==> src/rtl/axis_to_fifo_ser_pkg.sv <==
`default_nettype none
// ============================================================================
// axis_to_fifo_ser_pkg: shared widths, FSM encodings and lane-pack helpers.
// Rev 1.0
// ============================================================================
package axis_to_fifo_ser_pkg;

  localparam int unsigned C_LANE_W = 9;

  localparam logic [0:0] WR_HDR = 1'b0;
  localparam logic [0:0] WR_PKT = 1'b1;

  function automatic int unsigned packed_width(input int unsigned data_w);
    return (data_w / 8) * C_LANE_W;
  endfunction

  // Ceiling log2, never below 1 so index registers always have a bit.
  function automatic int unsigned log2(input int unsigned v);
    int unsigned r;
    r = 0;
    while ((32'd1 << r) < v) r++;
    return (r == 0) ? 1 : r;
  endfunction

  function automatic logic [8:0] pack_lane(input logic [7:0] data_byte, input logic strb_bit);
    return {strb_bit, data_byte};
  endfunction

  localparam int unsigned C_DEF_PACK_W = packed_width(256);
  localparam int unsigned C_DEF_RATIO  = C_DEF_PACK_W / 72;

endpackage
`default_nettype wire

==> src/rtl/axis_to_fifo_ser_fwft.sv <==
`default_nettype none
// ============================================================================
// axis_to_fifo_ser_fwft: synchronous FWFT FIFO; dout reads 0 while empty.
// Rev 1.0
// ============================================================================
module axis_to_fifo_ser_fwft #(
  parameter int unsigned WIDTH      = 8,
  parameter int unsigned DEPTH_BITS = 2
) (
  input  logic                  clk,
  input  logic                  rst_n,
  input  logic                  clr,
  input  logic                  wr_en,
  input  logic [WIDTH-1:0]      din,
  input  logic                  rd_en,
  output logic [WIDTH-1:0]      dout,
  output logic                  empty,
  output logic [DEPTH_BITS:0]   count
);
  localparam int unsigned C_DEPTH = 1 << DEPTH_BITS;

  logic [WIDTH-1:0]      r_mem [C_DEPTH];
  logic [DEPTH_BITS-1:0] r_wr_ptr;
  logic [DEPTH_BITS-1:0] r_rd_ptr;
  logic [DEPTH_BITS:0]   r_count;
  logic                  w_full;
  logic                  w_wr;
  logic                  w_rd;

  // Full comes from the registered count, so a same-cycle read never frees a slot early.
  assign w_full = r_count[DEPTH_BITS];
  assign empty  = (r_count == '0);
  assign count  = r_count;
  assign w_wr   = wr_en && !w_full;
  assign w_rd   = rd_en && !empty;
  assign dout   = empty ? '0 : r_mem[r_rd_ptr];

  always_ff @(posedge clk) begin
    if (w_wr) r_mem[r_wr_ptr] <= din;
  end

  always_ff @(posedge clk or negedge rst_n) begin
    if (!rst_n) begin
      r_wr_ptr <= '0;
      r_rd_ptr <= '0;
      r_count  <= '0;
    end else if (clr) begin
      r_wr_ptr <= '0;
      r_rd_ptr <= '0;
      r_count  <= '0;
    end else begin
      if (w_wr) r_wr_ptr <= r_wr_ptr + 1'b1;
      if (w_rd) r_rd_ptr <= r_rd_ptr + 1'b1;
      case ({w_wr, w_rd})
        2'b10:   r_count <= r_count + 1'b1;
        2'b01:   r_count <= r_count - 1'b1;
        default: r_count <= r_count;
      endcase
    end
  end

endmodule
`default_nettype wire

==> src/rtl/axis_to_fifo_ser_pack_serializer.sv <==
`default_nettype none
// ============================================================================
// axis_to_fifo_ser_pack_serializer: holds one packed word, emits it chunk 0 first.
// Rev 1.0
// ============================================================================
module axis_to_fifo_ser_pack_serializer
  import axis_to_fifo_ser_pkg::*;
#(
  parameter int unsigned WORD_W  = 288,
  parameter int unsigned CHUNK_W = 72
) (
  input  logic               clk,
  input  logic               rst_n,
  input  logic               clr,
  input  logic               load,
  input  logic [WORD_W-1:0]  word_in,
  input  logic               out_full,
  output logic               can_load,
  output logic               push,
  output logic [CHUNK_W-1:0] chunk
);
  localparam int unsigned        C_RATIO    = WORD_W / CHUNK_W;
  localparam int unsigned        C_IDX_W    = log2(C_RATIO);
  localparam logic [C_IDX_W-1:0] C_LAST_IDX = C_IDX_W'(C_RATIO - 1);

  logic               r_valid;
  logic [WORD_W-1:0]  r_word;
  logic [C_IDX_W-1:0] r_idx;
  logic               w_last;

  assign w_last   = (r_idx == C_LAST_IDX);
  assign push     = r_valid && !out_full;
  // Reloading on the final push keeps back-to-back words bubble-free.
  assign can_load = !r_valid || (push && w_last);
  assign chunk    = r_word[CHUNK_W*r_idx +: CHUNK_W];

  always_ff @(posedge clk or negedge rst_n) begin
    if (!rst_n) begin
      r_valid <= 1'b0;
      r_word  <= '0;
      r_idx   <= '0;
    end else if (clr) begin
      r_valid <= 1'b0;
      r_word  <= '0;
      r_idx   <= '0;
    end else if (load) begin
      r_valid <= 1'b1;
      r_word  <= word_in;
      r_idx   <= '0;
    end else if (push) begin
      r_valid <= !w_last;
      r_idx   <= w_last ? '0 : r_idx + 1'b1;
    end
  end

endmodule
`default_nettype wire

==> src/rtl/axis_to_fifo_ser.sv <==
`default_nettype none
// ============================================================================
// axis_to_fifo_ser: AXIS beats packed 9 bits/lane, serialised into a FWFT FIFO.
// Define AXIS_TO_FIFO_HDR_EN to precede each packet with a tuser header word.
// Rev 1.0
// ============================================================================
module axis_to_fifo_ser
  import axis_to_fifo_ser_pkg::*;
#(
  parameter int unsigned C_S_AXIS_DATA_WIDTH  = 256,
  parameter int unsigned C_S_AXIS_TUSER_WIDTH = 128,
  parameter int unsigned FIFO_DATA_WIDTH      = 72,
  parameter int unsigned FIFO_DEPTH_BITS      = 4,
  parameter int unsigned IN_DEPTH_BITS        = 2
) (
  input  logic                              axi_aclk,
  input  logic                              axi_aresetn,
  input  logic [C_S_AXIS_DATA_WIDTH-1:0]    s_axis_tdata,
  input  logic [C_S_AXIS_DATA_WIDTH/8-1:0]  s_axis_tstrb,
  input  logic [C_S_AXIS_TUSER_WIDTH-1:0]   s_axis_tuser,
  input  logic                              s_axis_tvalid,
  output logic                              s_axis_tready,
  input  logic                              s_axis_tlast,
  input  logic                              fifo_rd_en,
  output logic [FIFO_DATA_WIDTH-1:0]        fifo_dout,
  output logic                              fifo_empty,
  output logic [FIFO_DEPTH_BITS:0]          fifo_count,
  input  logic                              sw_rst
);
  localparam int unsigned C_D      = C_S_AXIS_DATA_WIDTH;
  localparam int unsigned C_U      = C_S_AXIS_TUSER_WIDTH;
  localparam int unsigned C_LANES  = C_D / 8;
  localparam int unsigned C_PACK_W = packed_width(C_D);
  localparam logic [IN_DEPTH_BITS:0] C_IN_NF = (IN_DEPTH_BITS + 1)'((1 << IN_DEPTH_BITS) - 1);
`ifdef AXIS_TO_FIFO_HDR_EN
  localparam int unsigned C_IN_W   = C_D + C_LANES + C_U + 1;
`else
  localparam int unsigned C_IN_W   = C_D + C_LANES;
`endif

  logic [C_IN_W-1:0]        w_in_din;
  logic [C_IN_W-1:0]        w_in_dout;
  logic                     w_in_empty;
  logic [IN_DEPTH_BITS:0]   w_in_count;
  logic [C_D-1:0]           w_head_data;
  logic [C_LANES-1:0]       w_head_strb;
  logic [C_PACK_W-1:0]      w_beat_word;
  logic [C_PACK_W-1:0]      w_word;
  logic                     w_load;
  logic                     w_pop;
  logic                     w_can_load;
  logic                     w_push;
  logic [FIFO_DATA_WIDTH-1:0] w_chunk;

  assign s_axis_tready = axi_aresetn && !sw_rst && (w_in_count < C_IN_NF);
  assign w_head_data   = w_in_dout[C_D-1:0];
  assign w_head_strb   = w_in_dout[C_D +: C_LANES];

  axis_to_fifo_ser_fwft #(
    .WIDTH      (C_IN_W),
    .DEPTH_BITS (IN_DEPTH_BITS)
  ) u_in_buf (
    .clk   (axi_aclk),
    .rst_n (axi_aresetn),
    .clr   (sw_rst),
    .wr_en (s_axis_tvalid && s_axis_tready),
    .din   (w_in_din),
    .rd_en (w_pop),
    .dout  (w_in_dout),
    .empty (w_in_empty),
    .count (w_in_count)
  );

  for (genvar i = 0; i < C_LANES; i++) begin : g_lane
    assign w_beat_word[9*i +: 9] = pack_lane(w_head_data[8*i +: 8], w_head_strb[i]);
  end

`ifdef AXIS_TO_FIFO_HDR_EN
  logic [C_U-1:0]      w_head_user;
  logic                w_head_last;
  logic [C_D-1:0]      w_user_ext;
  logic [C_PACK_W-1:0] w_hdr_word;
  logic [0:0]          r_state;

  assign w_in_din    = {s_axis_tlast, s_axis_tuser, s_axis_tstrb, s_axis_tdata};
  assign w_head_user = w_in_dout[C_D + C_LANES +: C_U];
  assign w_head_last = w_in_dout[C_IN_W-1];
  assign w_user_ext  = C_D'(w_head_user);

  for (genvar i = 0; i < C_LANES; i++) begin : g_hdr_lane
    assign w_hdr_word[9*i +: 9] = pack_lane(w_user_ext[8*i +: 8], 1'b1);
  end

  // The header is built from the first beat's tuser while that beat stays queued.
  always_comb begin
    w_load = 1'b0;
    w_pop  = 1'b0;
    w_word = w_beat_word;
    if (!w_in_empty && w_can_load) begin
      w_load = 1'b1;
      if (r_state == WR_HDR) w_word = w_hdr_word;
      else                   w_pop  = 1'b1;
    end
  end

  always_ff @(posedge axi_aclk or negedge axi_aresetn) begin
    if (!axi_aresetn) begin
      r_state <= WR_HDR;
    end else if (sw_rst) begin
      r_state <= WR_HDR;
    end else if (w_load) begin
      if (r_state == WR_HDR)  r_state <= WR_PKT;
      else if (w_head_last)   r_state <= WR_HDR;
    end
  end
`else
  logic w_unused;

  assign w_in_din = {s_axis_tstrb, s_axis_tdata};
  assign w_unused = ^{s_axis_tuser, s_axis_tlast};
  assign w_load   = !w_in_empty && w_can_load;
  assign w_pop    = w_load;
  assign w_word   = w_beat_word;
`endif

  axis_to_fifo_ser_pack_serializer #(
    .WORD_W  (C_PACK_W),
    .CHUNK_W (FIFO_DATA_WIDTH)
  ) u_ser (
    .clk      (axi_aclk),
    .rst_n    (axi_aresetn),
    .clr      (sw_rst),
    .load     (w_load),
    .word_in  (w_word),
    .out_full (fifo_count[FIFO_DEPTH_BITS]),
    .can_load (w_can_load),
    .push     (w_push),
    .chunk    (w_chunk)
  );

  axis_to_fifo_ser_fwft #(
    .WIDTH      (FIFO_DATA_WIDTH),
    .DEPTH_BITS (FIFO_DEPTH_BITS)
  ) u_out_fifo (
    .clk   (axi_aclk),
    .rst_n (axi_aresetn),
    .clr   (sw_rst),
    .wr_en (w_push),
    .din   (w_chunk),
    .rd_en (fifo_rd_en),
    .dout  (fifo_dout),
    .empty (fifo_empty),
    .count (fifo_count)
  );

endmodule
`default_nettype wire

==> config.mk <==
export PLATFORM = sky130hd
export DESIGN_NAME = axis_to_fifo_ser
export DESIGN_NICKNAME = d
export VERILOG_FILES = /design/src/rtl/axis_to_fifo_ser_pkg.sv /design/src/rtl/axis_to_fifo_ser_fwft.sv /design/src/rtl/axis_to_fifo_ser_pack_serializer.sv /design/src/rtl/axis_to_fifo_ser.sv
export SDC_FILE = /design/constraint.sdc
export NUM_CORES = 2
export LEC_CHECK = 0
export BUFFER_PORTS_ARGS = -buffer_cell sky130_fd_sc_hd__buf_2
export CORE_MARGIN = 10
export CORE_UTILIZATION = 35
export DETAILED_ROUTE_END_ITERATION = 7
export GPL_TIMING_DRIVEN = 0
export PLACE_DENSITY = 0.48
export REMOVE_ABC_BUFFERS = 1
export SYNTH_ARGS = -nofsm -noshare
export SYNTH_HDL_FRONTEND = slang
export SYNTH_HIERARCHICAL = 1
export SYNTH_SLANG_ARGS = --single-unit
==> constraint.sdc <==
create_clock -name axi_aclk -period 10.51 [get_ports axi_aclk]
set_input_delay 1.051 -clock axi_aclk [delete_from_list [all_inputs] [get_ports axi_aclk]]
set_output_delay 1.051 -clock axi_aclk [all_outputs]
set_load 0.005 [all_outputs]
## Word level (Yosys, flattened, before mapping)

Memory sizes are Yosys's and may differ from the RTL's.
Index checks and enable logic that the tools add are counted.

- Add/subtract/negate cells: 9
- Multipliers: 1
- Divide/modulo/power cells: 0
- Magnitude comparators: 1
- Eq/ne operators: 5
- Shifts and indexed selects: 1
- Multiplexer cells: 27
- Bitwise gates (word level): 0
- Reductions and logical operators: 28

Operator list:

| cell | number |
|---|---|
| 288-bit 2-to-1 mux | 3 |
| 288-bit by 10-bit indexed part select with 72-bit output | 1 |
| 72-bit 2-to-1 mux | 1 |
| 2-bit 2-to-1 mux | 8 |
| 4-bit 2-to-1 mux | 4 |
| 1-bit logical AND | 10 |
| 5-bit one-hot mux with 2 select lines | 1 |
| 2-bit nonzero test | 5 |
| 3-bit nonzero test | 3 |
| 4-bit by 1-bit adder with 4-bit output (second input constant) | 2 |
| 1-bit zero test | 7 |
| 1-bit 2-to-1 mux | 7 |
| 2-bit by 1-bit adder with 2-bit output (second input constant) | 3 |
| 2-bit == test (second input constant) | 3 |
| 4-bit by 2-bit multiplier with 6-bit output (first input constant) | 1 |
| 3-bit one-hot mux with 2 select lines | 1 |
| 5-bit by 1-bit adder with 5-bit output (second input constant) | 1 |
| 5-bit zero test | 1 |
| 5-bit 2-to-1 mux | 1 |
| 5-bit by 1-bit subtractor with 5-bit output (second input constant) | 1 |
| 2-bit by 1-bit == test with 1-bit output (second input constant) | 2 |
| 3-bit by 1-bit adder with 3-bit output (second input constant) | 1 |
| 3-bit zero test | 1 |
| 3-bit by 2-bit < comparator with 1-bit output (second input constant) | 1 |
| other kinds (3) | 3 |

- Register bits: 311
- Latch bits: 0
- Memory bits (writable): 2304
- ROM bits: 0
- Bits of input ports: 422
- Output and inout bits: 79
- Logic and storage cells: 83
- Memories kept: 2

Memories:

| memory | words | bits a word | rd ports | clocked after memory_dff | wr ports | RTL line | text |
|---|---|---|---|---|---|---|---|
| u_in_buf.r_mem | 4 | 288 | 1 | 0 | 1 | axis_to_fifo_ser_fwft.sv:22 | `logic [WIDTH-1:0] r_mem [C_DEPTH];` |
| u_out_fifo.r_mem | 16 | 72 | 1 | 0 | 1 | axis_to_fifo_ser_fwft.sv:22 |  |

## Depth between registers and ports, before layout

- Word-level depth: 9
- Depth in mapped cells: 11
- Mapped depth without buffers: 9

## Cells and area by module

The synthesis kept the hierarchy.

Modules (own cells, without submodules):

| module | instances | cells an instance | area an instance (µm²) | seq. area each (µm²) |
|---|---|---|---|---|
| axis_to_fifo_ser_fwft at u_out_fifo | 1 | 1866 | 44448.9 | 34918.5 |
| axis_to_fifo_ser_fwft at u_in_buf | 1 | 1880 | 43873.3 | 34768.3 |
| axis_to_fifo_ser_pack_serializer | 1 | 1031 | 13420.4 | 7282.0 |
| axis_to_fifo_ser | 1 | 4 | 32.5 | 0.0 |

## Worst setup path before layout

No wires, ideal clock.

- Kind: input -> register
- Start point: input sw_rst
- End point: memory u_in_buf/r_mem[1][0] (netlist name), enable pin
- Setup time: 0.686 ns
- Arrival time: 8.441 ns
- Required time: 9.824 ns
- Setup slack: 1.383 ns
- Cell stages on the path: 5
- Buffers on the path: 1
- Cells stage by stage: a211oi_2 > and3_1 > nor2b_1 > clkbuf_1 > and2_1

- Cells in the longest elaborated chain, start to end: 7

RTL lines:

| element | RTL line | text |
|---|---|---|
| start, declared | axis_to_fifo_ser.sv:28 | `input logic sw_rst` |
| 1-bit zero test | axis_to_fifo_ser.sv:55 | `assign s_axis_tready = axi_aresetn && !sw_rst && (w_in_count < C_IN_NF);` |
| 1-bit logical AND (2 in a row) | axis_to_fifo_ser.sv:55 |  |
| 1-bit logical AND | axis_to_fifo_ser.sv:66 | `.wr_en (s_axis_tvalid && s_axis_tready),` |
| 1-bit logical AND | axis_to_fifo_ser_fwft.sv:34 | `assign w_wr = wr_en && !w_full;` |
| 1-bit 2-to-1 mux | axis_to_fifo_ser_fwft.sv:39 | `if (w_wr) r_mem[r_wr_ptr] <= din;` |
| 1-bit 2-to-1 mux (not written as such) | axis_to_fifo_ser_fwft.sv:39 |  |
| end, declared | axis_to_fifo_ser_fwft.sv:22 |  |

No other way between the ends.

## Worst setup path after layout

- Start point: register u_out_fifo.r_rd_ptr[0]
- End point: output fifo_dout[69]

- Cells in the longest elaborated chain, start to end: 2

RTL lines:

| element | RTL line | text |
|---|---|---|
| start, declared | axis_to_fifo_ser_fwft.sv:24 | `logic [DEPTH_BITS-1:0] r_rd_ptr;` |
| start signal, assigned | axis_to_fifo_ser_fwft.sv:53 | `if (w_rd) r_rd_ptr <= r_rd_ptr + 1'b1;` |
| memory read 16 x 72 bit | - |  |
| 72-bit 2-to-1 mux | axis_to_fifo_ser_fwft.sv:36 | `assign dout = empty ? '0 : r_mem[r_rd_ptr];` |
| end, declared | axis_to_fifo_ser.sv:25 | `output logic [FIFO_DATA_WIDTH-1:0] fifo_dout,` |

No other way between the ends.

==> results.txt <==
The run finished with clean final reports. Routability-driven placement finished with a final weighted congestion of 0.663. Most common flop cell mapped by yosys: sky130_fd_sc_hd__edfxtp_1. For the worst flop-to-flop path, the logic depth is 14.

The run gives 0 as the count of endpoints failing hold in the final timing report. Across every metal layer, demand over resource in global routing totals 15.5%. Clock tree root buffer cell: sky130_fd_sc_hd__clkbuf_16.

The logs give 0.0318 ns for the worst clock skew and 5 for the number of iterations in the first detailed-routing pass. The CTS clock-pin slew for the worst setup and hold paths is 0.06 ns, and the count of instances resized after the clock tree is built is 0. After global routing the overflow that remains totals 0. The multi-input combinational cells in the finished layout cover a total of 23300 µm².

The required time of the critical path came out at 9.46 ns. STA classifies the critical path startpoint as a flip-flop. Final design utilization: 41.5%. Growth of design area from synthesis to finish: 17.8%. The run gives 0.151 ns as the worst hold slack. For the placed instance count, the log shows 8877. Setup violations remaining at the end of the flow were counted as 0.

The largest driver fanout on the critical path is 40, and the hold-fix buffer count after cts is 0. The worst register-to-register path begins at u_ser/r_idx[1]. Net switching is 24.3% of the power. The worst path in the final design needs a cycle of 5.02 ns, including I/O delays and setup. The initial standard-cell utilization of the core came out at 35.2%. The register-to-register setup slack came out at 5.92 ns. Entering global routing, the biggest net connects 105 pins. In this run the remaining antenna-violating nets after routing total 0.

At the pin with the least slew margin, the transition time is 0.894 ns. The count of buffers added on input and output ports is 371. For this design the ratio of total power to cell area is 207 nW/µm².

The run gives 313000 µm² as the total die area. The critical path is of the reg -> out type. Distinct cell type count after synthesis: 48. Yosys mapped a number of flops with a built-in enable equal to 2304. For the clock sink count, the log shows 2615. The min-delay analysis places its worst path in the category in -> async. The count of filler cells inserted in the layout is 25600.

Once layout is done, the placed cells without fillers occupy 120000 µm². The internal portion of the total power is 18.8 mW. OpenSTA, run right after detailed placement, puts the worst setup slack at 4.45 ns. The total power came out at 24.8 mW. After layout, the worst setup slack is 5.49 ns. The total cell area at the placement stage is 110000 µm². Setup total negative slack on the finished layout was measured at 0 ns. The tools report the post-synthesis cell count as 4781. The number of setup buffers added after CTS is 0. After synthesis the netlist holds a flip-flop and latch count of 2615. For the sequential-to-total area share from yosys stat, the log shows 75.6%. The post-synthesis area per instance works out to 21.3 µm².

For this design the top-level I/O count stands at 501. The number of max-capacitance violations reported is 0, and the routed wirelength normalized by instance count is 26.3 µm. During synthesis, Yosys emitted a total of 6 warnings. After detailed routing, the number of vias per cell comes to 5.01. The standard-cell row count was 197; the fraction of registers with async set/reset was 11.9%. For this run, design rule violations remaining after detail routing come to 0.

The later pin in the worst-skew pair is clocked with a latency of 0.88 ns. The number of antenna violations at the first check in global routing was 40. The final routed wirelength across all metal layers was 248000 µm.

In this run the critical register-to-register path is captured at u_in_buf/count[1]. The first global-routing pass estimated 364000 µm of wire. The via count of the first global-routing pass was 52200; the number of max-slew violations in the final report was 0. The tools report the number of buffers created by CTS as 293. The proportion of power drawn by flip-flops and latches was 46.2%. The most common library cell in the layout ignoring fill and taps is sky130_fd_sc_hd__edfxtp_1. The count of vias placed by the detailed router was 47200.

The clock network fraction of total power came out at 40.7%. TritonCTS built the clock tree. For the static leakage power, the log shows 39.0 nW.

Counting along the longest clock path gives a buffer depth of 4. For the peak supply drop, the log shows 211 µV. Measured along the x axis, the die boundary spans 559 µm.

Setup repair after global routing left no endpoint under its margin. The logs give 9422 for the post-route non-filler standard cell count and 102000 µm² for the synthesized cell area. The power share of the combinational group is 13.1%. The share of layout cells above drive strength 1 was 28.9%. The die boundary height works out to 559 µm. The core outline area was 289000 µm². The number of DRC markers in iteration 0 was 3088; the footprint of the flip-flops and latches was 77000 µm². The tools report the reported net switching power as 6.02 mW. The wire-length estimate of the detail-placed layout is 146000 µm.

The data arrival time of the critical path was 3.97 ns; the maximum operating frequency was 199 MHz. The worst setup path is captured at an output port. After layout, the worst path uses 47.7% of the clock period. The final layout contains 5727 nets. In this run the tightest slew margin relative to its limit is 40.4%.

The top cell types in the final layout, fill and taps aside, are sky130_fd_sc_hd__edfxtp_1 (2304), sky130_fd_sc_hd__mux4_2 (648), sky130_fd_sc_hd__mux2i_1 (439). The depth of the CTS H-tree came out at 5.
-- final cells by class --
cell class / count / area share (%)
Inverter: 11 / 0.0344
Tap cell: 3880 / 4.05
Timing Repair Buffer: 497 / 4.28
Clock inverter: 145 / 1.24
Antenna cell: 9 / 0.0188
Clock buffer: 391 / 6.69
Sequential cell: 2615 / 64.2
Multi-Input combinational cell: 1874 / 19.5
-- state kept, by name, indices dropped and copies added (netlist names) --
register / flops
u_in_buf/r_mem: 1152
u_out_fifo/r_mem: 1152
u_ser/r_word: 288
u_out_fifo/count: 5
u_out_fifo/r_rd_ptr: 4
u_out_fifo/r_wr_ptr: 4
u_in_buf/count: 3
u_in_buf/r_rd_ptr: 2
u_in_buf/r_wr_ptr: 2
u_ser/r_idx: 2
u_ser/r_valid: 1
-- critical path, stage by stage (launching register included) --
cell	delay [ns]
sky130_fd_sc_hd__dfrtp_4	0.61
sky130_fd_sc_hd__buf_16	0.28
sky130_fd_sc_hd__buf_16	0.33
sky130_fd_sc_hd__buf_16	0.33
sky130_fd_sc_hd__buf_16	0.33
sky130_fd_sc_hd__mux4_2	0.54
sky130_fd_sc_hd__mux2i_1	0.22
sky130_fd_sc_hd__o22ai_1	0.14
sky130_fd_sc_hd__buf_2	0.16
-- per-layer routing --
metal	vias up	wire length, µm	track usage [%]	share of wire (%)
li1	20500	-	-	-
met1	25400	104000	20.0	42
met2	859	127000	27.4	51
met3	416	10400	2.63	4.2
met4	28	5560	3.71	2.2
met5	-	180	0	0.073
-- worst max path at each step --
stage	start	to	slack (ns)	cells after the start
floorplan	u_ser/r_idx[0]	u_in_buf/count[1]	-15.00	9
global placement	u_in_buf/count[0]	u_in_buf/count[1]	-35.28	8
detailed placement	axi_aresetn	u_in_buf/r_mem[0][62]	4.45	9
CTS	u_out_fifo/r_rd_ptr[0]	fifo_dout[69]	5.28	8
global route	axi_aresetn	u_in_buf/r_mem[0][10]	5.18	9
finish	u_out_fifo/r_rd_ptr[0]	fifo_dout[69]	5.49	8
-- cells in the mapped netlist, types with 2 or more instances --
master	instances	area [µm²]
sky130_fd_sc_hd__or3_1	3	18.8
sky130_fd_sc_hd__a31oi_1	2	12.5
sky130_fd_sc_hd__and2_1	308	1930
sky130_fd_sc_hd__nand4_1	2	12.5
sky130_fd_sc_hd__o21ai_0	5	25.0
sky130_fd_sc_hd__a21oi_1	6	30.0
sky130_fd_sc_hd__a31o_2	2	17.5
sky130_fd_sc_hd__mux2i_1	439	4390
sky130_fd_sc_hd__nand3_1	8	40.0
sky130_fd_sc_hd__buf_1	11	41.3
sky130_fd_sc_hd__dfrtp_1	311	7780
sky130_fd_sc_hd__edfxtp_1	2304	69200
sky130_fd_sc_hd__and3_1	2	12.5
sky130_fd_sc_hd__inv_1	11	41.3
sky130_fd_sc_hd__nor2_1	303	1140
sky130_fd_sc_hd__buf_4	31	233
sky130_fd_sc_hd__nand2_1	14	52.6
sky130_fd_sc_hd__mux4_2	648	14600
sky130_fd_sc_hd__o22ai_1	72	450
sky130_fd_sc_hd__nor3_1	7	35.0
sky130_fd_sc_hd__clkbuf_1	110	413
sky130_fd_sc_hd__buf_6	27	304
sky130_fd_sc_hd__xor2_1	7	61.3
sky130_fd_sc_hd__nand2b_1	3	18.8
sky130_fd_sc_hd__xnor2_1	5	43.8
sky130_fd_sc_hd__ha_1	12	150
sky130_fd_sc_hd__o211ai_1	2	15.0
sky130_fd_sc_hd__buf_2	102	510
sky130_fd_sc_hd__nor2b_1	5	31.3
-- power by group through the flow --
| stage | Clock, mW | Combinational, mW | Sequential, mW |
|---|---|---|---|
| floorplan | 0 | 2.46 | 12.0 |
| global placement | 0 | 3.70 | 12.1 |
| detailed placement | 0 | 3.37 | 11.7 |
| CTS | 10.4 | 3.37 | 11.5 |
| global route | 10.8 | 3.53 | 11.5 |
| finish | 10.1 | 3.23 | 11.5 |
-- logic make-up (layout without fill, tap and decap cells) --
kind of cell | after synthesis | count (layout) | synth area share, %
flops | 2615 | 2615 | 75.6
mux | 1088 | 1088 | 18.7
simple gates | 662 | 662 | 3.28
buf+inv | 292 | 1044 | 1.52
compound gates | 99 | 99 | 0.639
fa+ha+maj | 13 | 13 | 0.167
xor+xnor | 12 | 12 | 0.103
other cells | 0 | 9 | 0
Power figures use the tool's default switching activity.
